--- src/rtl/cmp_trend_pkg.sv ---
// Shared types for the comparator trend monitor: debounced state, sample relation
// and the one-hot flag decoder.
package cmp_trend_pkg;

    typedef enum logic [1:0] {
        UNKNOWN = 2'b00,
        EQUAL   = 2'b01,
        ABOVE   = 2'b10,
        BELOW   = 2'b11
    } state_t;

    // Relation codes line up with the state codes so a hit maps straight onto a state
    typedef enum logic [1:0] {
        REL_NONE = 2'b00,
        REL_EQ   = 2'b01,
        REL_GT   = 2'b10,
        REL_LT   = 2'b11
    } rel_t;

    function automatic rel_t decode_flags(input logic aeqb, input logic agtb, input logic altb);
        rel_t rel;
        case ({aeqb, agtb, altb})
            3'b100:  rel = REL_EQ;
            3'b010:  rel = REL_GT;
            3'b001:  rel = REL_LT;
            default: rel = REL_NONE;
        endcase
        return rel;
    endfunction

endpackage

--- src/rtl/sat_counter.sv ---
// Saturating up-counter with synchronous clear; holds at all-ones instead of wrapping.
module sat_counter #(
    parameter int W = 8
) (
    input  logic         clk,
    input  logic         rst_n,
    input  logic         clr,
    input  logic         inc,
    output logic [W-1:0] q
);

    always_ff @(posedge clk or negedge rst_n) begin
        if (!rst_n) begin
            q <= '0;
        end else if (clr) begin
            q <= '0;
        end else if (inc && (q != {W{1'b1}})) begin
            q <= q + W'(1);
        end
    end

endmodule

--- src/rtl/cmp_trend_monitor.sv ---
// Debounces the comparator's relation flags into a persistent state, counts
// legal samples per relation and latches a sticky error on non-one-hot samples.
module cmp_trend_monitor
    import cmp_trend_pkg::*;
#(
    parameter int PERSIST = 3,
    parameter int CNT_W   = 8
) (
    input  logic             clk,
    input  logic             rst_n,
    input  logic             in_valid,
    input  logic             aeqb,
    input  logic             agtb,
    input  logic             altb,
    input  logic             clear,
    output logic [1:0]       state_o,
    output logic             change_o,
    output logic [CNT_W-1:0] eq_cnt,
    output logic [CNT_W-1:0] gt_cnt,
    output logic [CNT_W-1:0] lt_cnt,
    output logic             err_o
);

    localparam int SW = $clog2(PERSIST + 1);

    state_t        state_q, state_d;
    rel_t          cand_q, cand_d;
    logic [SW-1:0] streak_q, streak_d;
    logic          change_d;
    logic          err_d;
    rel_t          rel;
    logic [SW:0]   streak_inc;
    logic          take;

    assign rel  = decode_flags(aeqb, agtb, altb);
    assign take = in_valid && !clear;

    always_ff @(posedge clk or negedge rst_n) begin
        if (!rst_n) begin
            state_q  <= UNKNOWN;
            cand_q   <= REL_NONE;
            streak_q <= '0;
            change_o <= 1'b0;
            err_o    <= 1'b0;
        end else begin
            state_q  <= state_d;
            cand_q   <= cand_d;
            streak_q <= streak_d;
            change_o <= change_d;
            err_o    <= err_d;
        end
    end

    // Streak extends only on repeats of the candidate; a sample matching the
    // current state breaks it, and idle cycles leave it untouched.
    always_comb begin
        state_d    = state_q;
        cand_d     = cand_q;
        streak_d   = streak_q;
        change_d   = 1'b0;
        err_d      = err_o;
        streak_inc = '0;
        if (clear) begin
            state_d  = UNKNOWN;
            cand_d   = REL_NONE;
            streak_d = '0;
            err_d    = 1'b0;
        end else if (in_valid) begin
            if (rel == REL_NONE) begin
                err_d    = 1'b1;
                streak_d = '0;
            end else if (rel == rel_t'(state_q)) begin
                streak_d = '0;
            end else begin
                if (rel == cand_q) begin
                    streak_inc = {1'b0, streak_q} + (SW+1)'(1);
                end else begin
                    cand_d     = rel;
                    streak_inc = (SW+1)'(1);
                end
                if (streak_inc == (SW+1)'(PERSIST)) begin
                    state_d  = state_t'(rel);
                    streak_d = '0;
                    change_d = 1'b1;
                end else begin
                    streak_d = streak_inc[SW-1:0];
                end
            end
        end
    end

    assign state_o = state_q;

    sat_counter #(.W(CNT_W)) u_eq_cnt (
        .clk   (clk),
        .rst_n (rst_n),
        .clr   (clear),
        .inc   (take && (rel == REL_EQ)),
        .q     (eq_cnt)
    );

    sat_counter #(.W(CNT_W)) u_gt_cnt (
        .clk   (clk),
        .rst_n (rst_n),
        .clr   (clear),
        .inc   (take && (rel == REL_GT)),
        .q     (gt_cnt)
    );

    sat_counter #(.W(CNT_W)) u_lt_cnt (
        .clk   (clk),
        .rst_n (rst_n),
        .clr   (clear),
        .inc   (take && (rel == REL_LT)),
        .q     (lt_cnt)
    );

endmodule

--- config.mk ---
export PLATFORM = sky130hd
export DESIGN_NAME = cmp_trend_monitor
export DESIGN_NICKNAME = d
export VERILOG_FILES = /design/src/rtl/cmp_trend_pkg.sv /design/src/rtl/sat_counter.sv /design/src/rtl/cmp_trend_monitor.sv
export SDC_FILE = /design/constraint.sdc
export NUM_CORES = 1
export LEC_CHECK = 0
export ABC_AREA = 1
export CAP_MARGIN = 20
export CORE_UTILIZATION = 42
export CTS_CLUSTER_DIAMETER = 100
export DETAILED_ROUTE_END_ITERATION = 16
export PLACE_DENSITY_LB_ADDON = 0.25
export SLEW_MARGIN = 20
export SYNTH_ARGS = -nofsm -noshare
export SYNTH_HDL_FRONTEND = slang
export SYNTH_HIERARCHICAL = 1
export SYNTH_SLANG_ARGS = --single-unit
--- constraint.sdc ---
create_clock -name clk -period 1.7 [get_ports clk]
set_input_delay 0.34 -clock clk [delete_from_list [all_inputs] [get_ports clk]]
set_output_delay 0.34 -clock clk [all_outputs]
set_load 0.01 [all_outputs]
==> impl_metrics.ini <==
[status]
run_status = finished clean

[sta]
setup_viol = 0
slew_headroom_pct = 71.61
achievable-frequency_mhz = 609.5
final_max_slew_viol_count = 0
hold_violations = 0
worstMarginPinSlew_ns = 0.4259
layout_worst_path_cycle_share_pct = 96.51
grt_setup_unrepaired = no
finalSetupTns_ns = 0
fin_skew_ns = 0.002654
period_minus_slack_ns = 1.641

[layout]
finalCoreUtilization_pct = 59.84
syn2layout_area_growth_pct = 34.49
mostFrequentLayoutCells = 94 x sky130_fd_sc_hd__nand2_1, 38 x sky130_fd_sc_hd__inv_1, 36 x sky130_fd_sc_hd__nand3_1, 32 x sky130_fd_sc_hd__clkdlybuf4s50_1, 28 x sky130_fd_sc_hd__dfrtp_1
mostFrequentLayoutCell = sky130_fd_sc_hd__nand2_1
finish.cell_count_without_fillers = 434
share_of_layout_cells_above_drive_strength_1_pct = 20.71
final_net_count = 377
antenna-diode-count = 0

[grt]
initial_antenna_violation_count = 0
via_count_of_the_first_global_routing_pass = 2046
grt_start_max_net_pins = 33
grt_first_pass_wirelength_microns = 8694
grt_usage_pct = 20.94
sum_of_overflow_across_all_layers_after_global_routing = 0

[die]
start_util_pct = 44.50
die_outline_area_sq_um = 5359
die_w_microns = 73.21
floorplan.die.height_microns = 73.21
core_area_sq_um = 4786
placementRows = 25
boundaryPins = 35

[routing]
detail_route.vias_per_cell = 4.876
routed_wire_length_per_instance_microns = 11.51
initialDrtViolationCount = 140
dr.pass1.iters = 4
remaining_drc_errors = 0
dr_total_vias = 2116
wirelength_microns = 4994
drt.antenna.violating_nets = 0

[pwr]
vdd.ir_drop.worst_uv = 414.1
power.density_cell_area_nw_per_um2 = 631.2
total_leakage_power_nw = 1.322

[clock_network]
clock_transition_at_the_registers_of_the_reported_paths_ns = 0.07
insertion_delay_ns = 0.29
htree_levels = 2
cts.sink_count = 32
clockRootBuffer = sky130_fd_sc_hd__clkbuf_8
cts-root-to-sink-buffers = 2
post_cts_buffers = 0
clock_tree_from_tritoncts = done
cts-buffers-inserted = 5

[worst_setup_path]
critical_path.n_buffers_inverters = 1
crit_path_top_delay_cell = sky130_fd_sc_hd__clkdlybuf4s50_1
r2r_setup_slack_ns = 0.32
critical-path-top-delay-family = buffers and inverters
crit_path_start = u_gt_cnt/q[2]$_DFFE_PN0P_
critPathRequiredTime_ns = 1.36
critical_setup_path_kind = flip-flop to primary output
setup.worst_path.end_class = primary output
r2r_start = u_gt_cnt/q[0]$_DFFE_PN0P_
path_cells = clkdlybuf4s50_1
arrival_ns = 1.30
startpoint_type = flip-flop
crit_path_max_incr_delay_ns = 0.57
critical_path_fanout_max = 6

[logic_synthesis]
synth.net_count = 316
syn_area_per_cell_sq_um = 6.982
netlist-cell-type-count = 23
yosys.area.top_type = sky130_fd_sc_hd__dfrtp_1
yosys.area.top_type_share_pct = 37.60
yosys_register_bits = 32
synth_area_leaders = sky130_fd_sc_hd__dfrtp_1 38%, sky130_fd_sc_hd__nand2_1 17%, sky130_fd_sc_hd__nand3_1 9.2%, sky130_fd_sc_hd__inv_1 6.9%, sky130_fd_sc_hd__nor2_1 3.7%
post_synth_inst_count = 305
yosys_warnings = 6
sequential_share_of_the_synthesized_area_pct = 37.60
syn_area_sq_um = 2130

[flow_run]
max-cap-violations = 0

[place]
gp_congestion = 0.8279
port-buffer-count = 34
placedCellCount = 426
detailedPlacementHpwl_microns = 3571

[hold_path]
hold_path.class = primary input to async pin
[cells by family (layout without fill, tap and decap cells)]
| group | after synthesis | count (layout) | synth area share (%) |
|---|---|---|---|
| simple gates | 192 | 192 | 42.13 |
| buf+inv | 45 | 107 | 8.637 |
| compound gates | 32 | 32 | 9.284 |
| flops | 32 | 32 | 37.60 |
| fa+ha+maj | 4 | 4 | 2.350 |
[final cells by class]
cell class	instances	area [sq um]
clock buffer	5	68.82
clock inverter	3	42.54
fill	444	1922
inverter	45	183.9
multi-input combinational	228	1184
sequential	32	805.8
tap	67	83.83
timing repair buffer	54	495.5
[routing by layer]
layer	vias up	track usage [%]	share of wire, %	routed length (microns)
met5	-	0	0	0
met4	0	6.100	1.3	66
met3	6	4.558	5.3	264
met2	53	35.80	47	2340
met1	955	26.38	46	2322
li1	1102	-	-	-
[synth_stat cells]
cell type,count
sky130_fd_sc_hd__nand4_1,5
sky130_fd_sc_hd__inv_1,39
sky130_fd_sc_hd__a21oi_4,1
sky130_fd_sc_hd__nand3b_1,1
sky130_fd_sc_hd__clkinv_1,1
sky130_fd_sc_hd__nor2_1,21
sky130_fd_sc_hd__nand2_2,11
sky130_fd_sc_hd__clkinv_4,3
sky130_fd_sc_hd__nand3_4,1
sky130_fd_sc_hd__nand3_1,39
sky130_fd_sc_hd__nor3_1,7
sky130_fd_sc_hd__nor2_4,1
sky130_fd_sc_hd__inv_2,2
sky130_fd_sc_hd__o21bai_1,6
sky130_fd_sc_hd__ha_1,4
sky130_fd_sc_hd__nand3_2,1
sky130_fd_sc_hd__dfrtp_1,32
sky130_fd_sc_hd__o21ai_1,8
sky130_fd_sc_hd__nor2_2,7
sky130_fd_sc_hd__a21oi_1,14
sky130_fd_sc_hd__a21oi_2,3
sky130_fd_sc_hd__nand2_1,94
sky130_fd_sc_hd__nand2_4,4
[where the power goes]
group | switching [mW] | total [mW] | internal (mW) | leakage, nW
registers | 0.0192 | 0.797 | 0.777 | 0.434
clock network | 0.310 | 0.743 | 0.434 | 0.0541
logic | 0.155 | 0.268 | 0.113 | 0.834
[flip-flops by register name (all words and copies together), names as in the netlist]
| register | flops |
|---|---|
| u_eq_cnt/q | 8 |
| u_gt_cnt/q | 8 |
| u_lt_cnt/q | 8 |
| cand_q | 2 |
| state_o | 2 |
| streak_q | 2 |
| change_o | 1 |
| err_o | 1 |
[final timing paths]
kind / end / cells after the start
max in group asynchronous: u_lt_cnt/q[2]$_DFFE_PN0P_ / 2
min reg2reg: streak_q[1]$_DFFE_PN0P_ / 2
min: u_eq_cnt/q[6]$_DFFE_PN0P_ / 2
min in group clk: streak_q[1]$_DFFE_PN0P_ / 2
max reg2reg: u_gt_cnt/q[3]$_DFFE_PN0P_ / 9
max: gt_cnt[2] / 1
[through the flow]
| stage | worst slack (ns) | hold slack (ns) | cell area [sq um] | power, mW |
|---|---|---|---|---|
| 2_1_floorplan | 0.2631 | 0.04441 | 2130 | 0.9365 |
| 3_3_place_gp | -0.3056 | 0.4980 | 2704 | 1.066 |
| 3_5_place_dp | -0.3143 | 0.5042 | 2704 | 1.069 |
| 4_1_cts | 0.004091 | 0.4696 | 2819 | 1.829 |
| 5_1_grt | 0.0004161 | 0.5131 | 2864 | 1.888 |
| 6_report | 0.05933 | 0.4576 | 2864 | 1.808 |
[repair_timing]
action | 4_1_cts | 5_1_grt
endpoints found under the setup margin | 1 | 20
resized for setup | 1 | 16
hold buffers | 0 | 0
pin swaps | 0 | 1
Power figures use the tool's default switching activity.
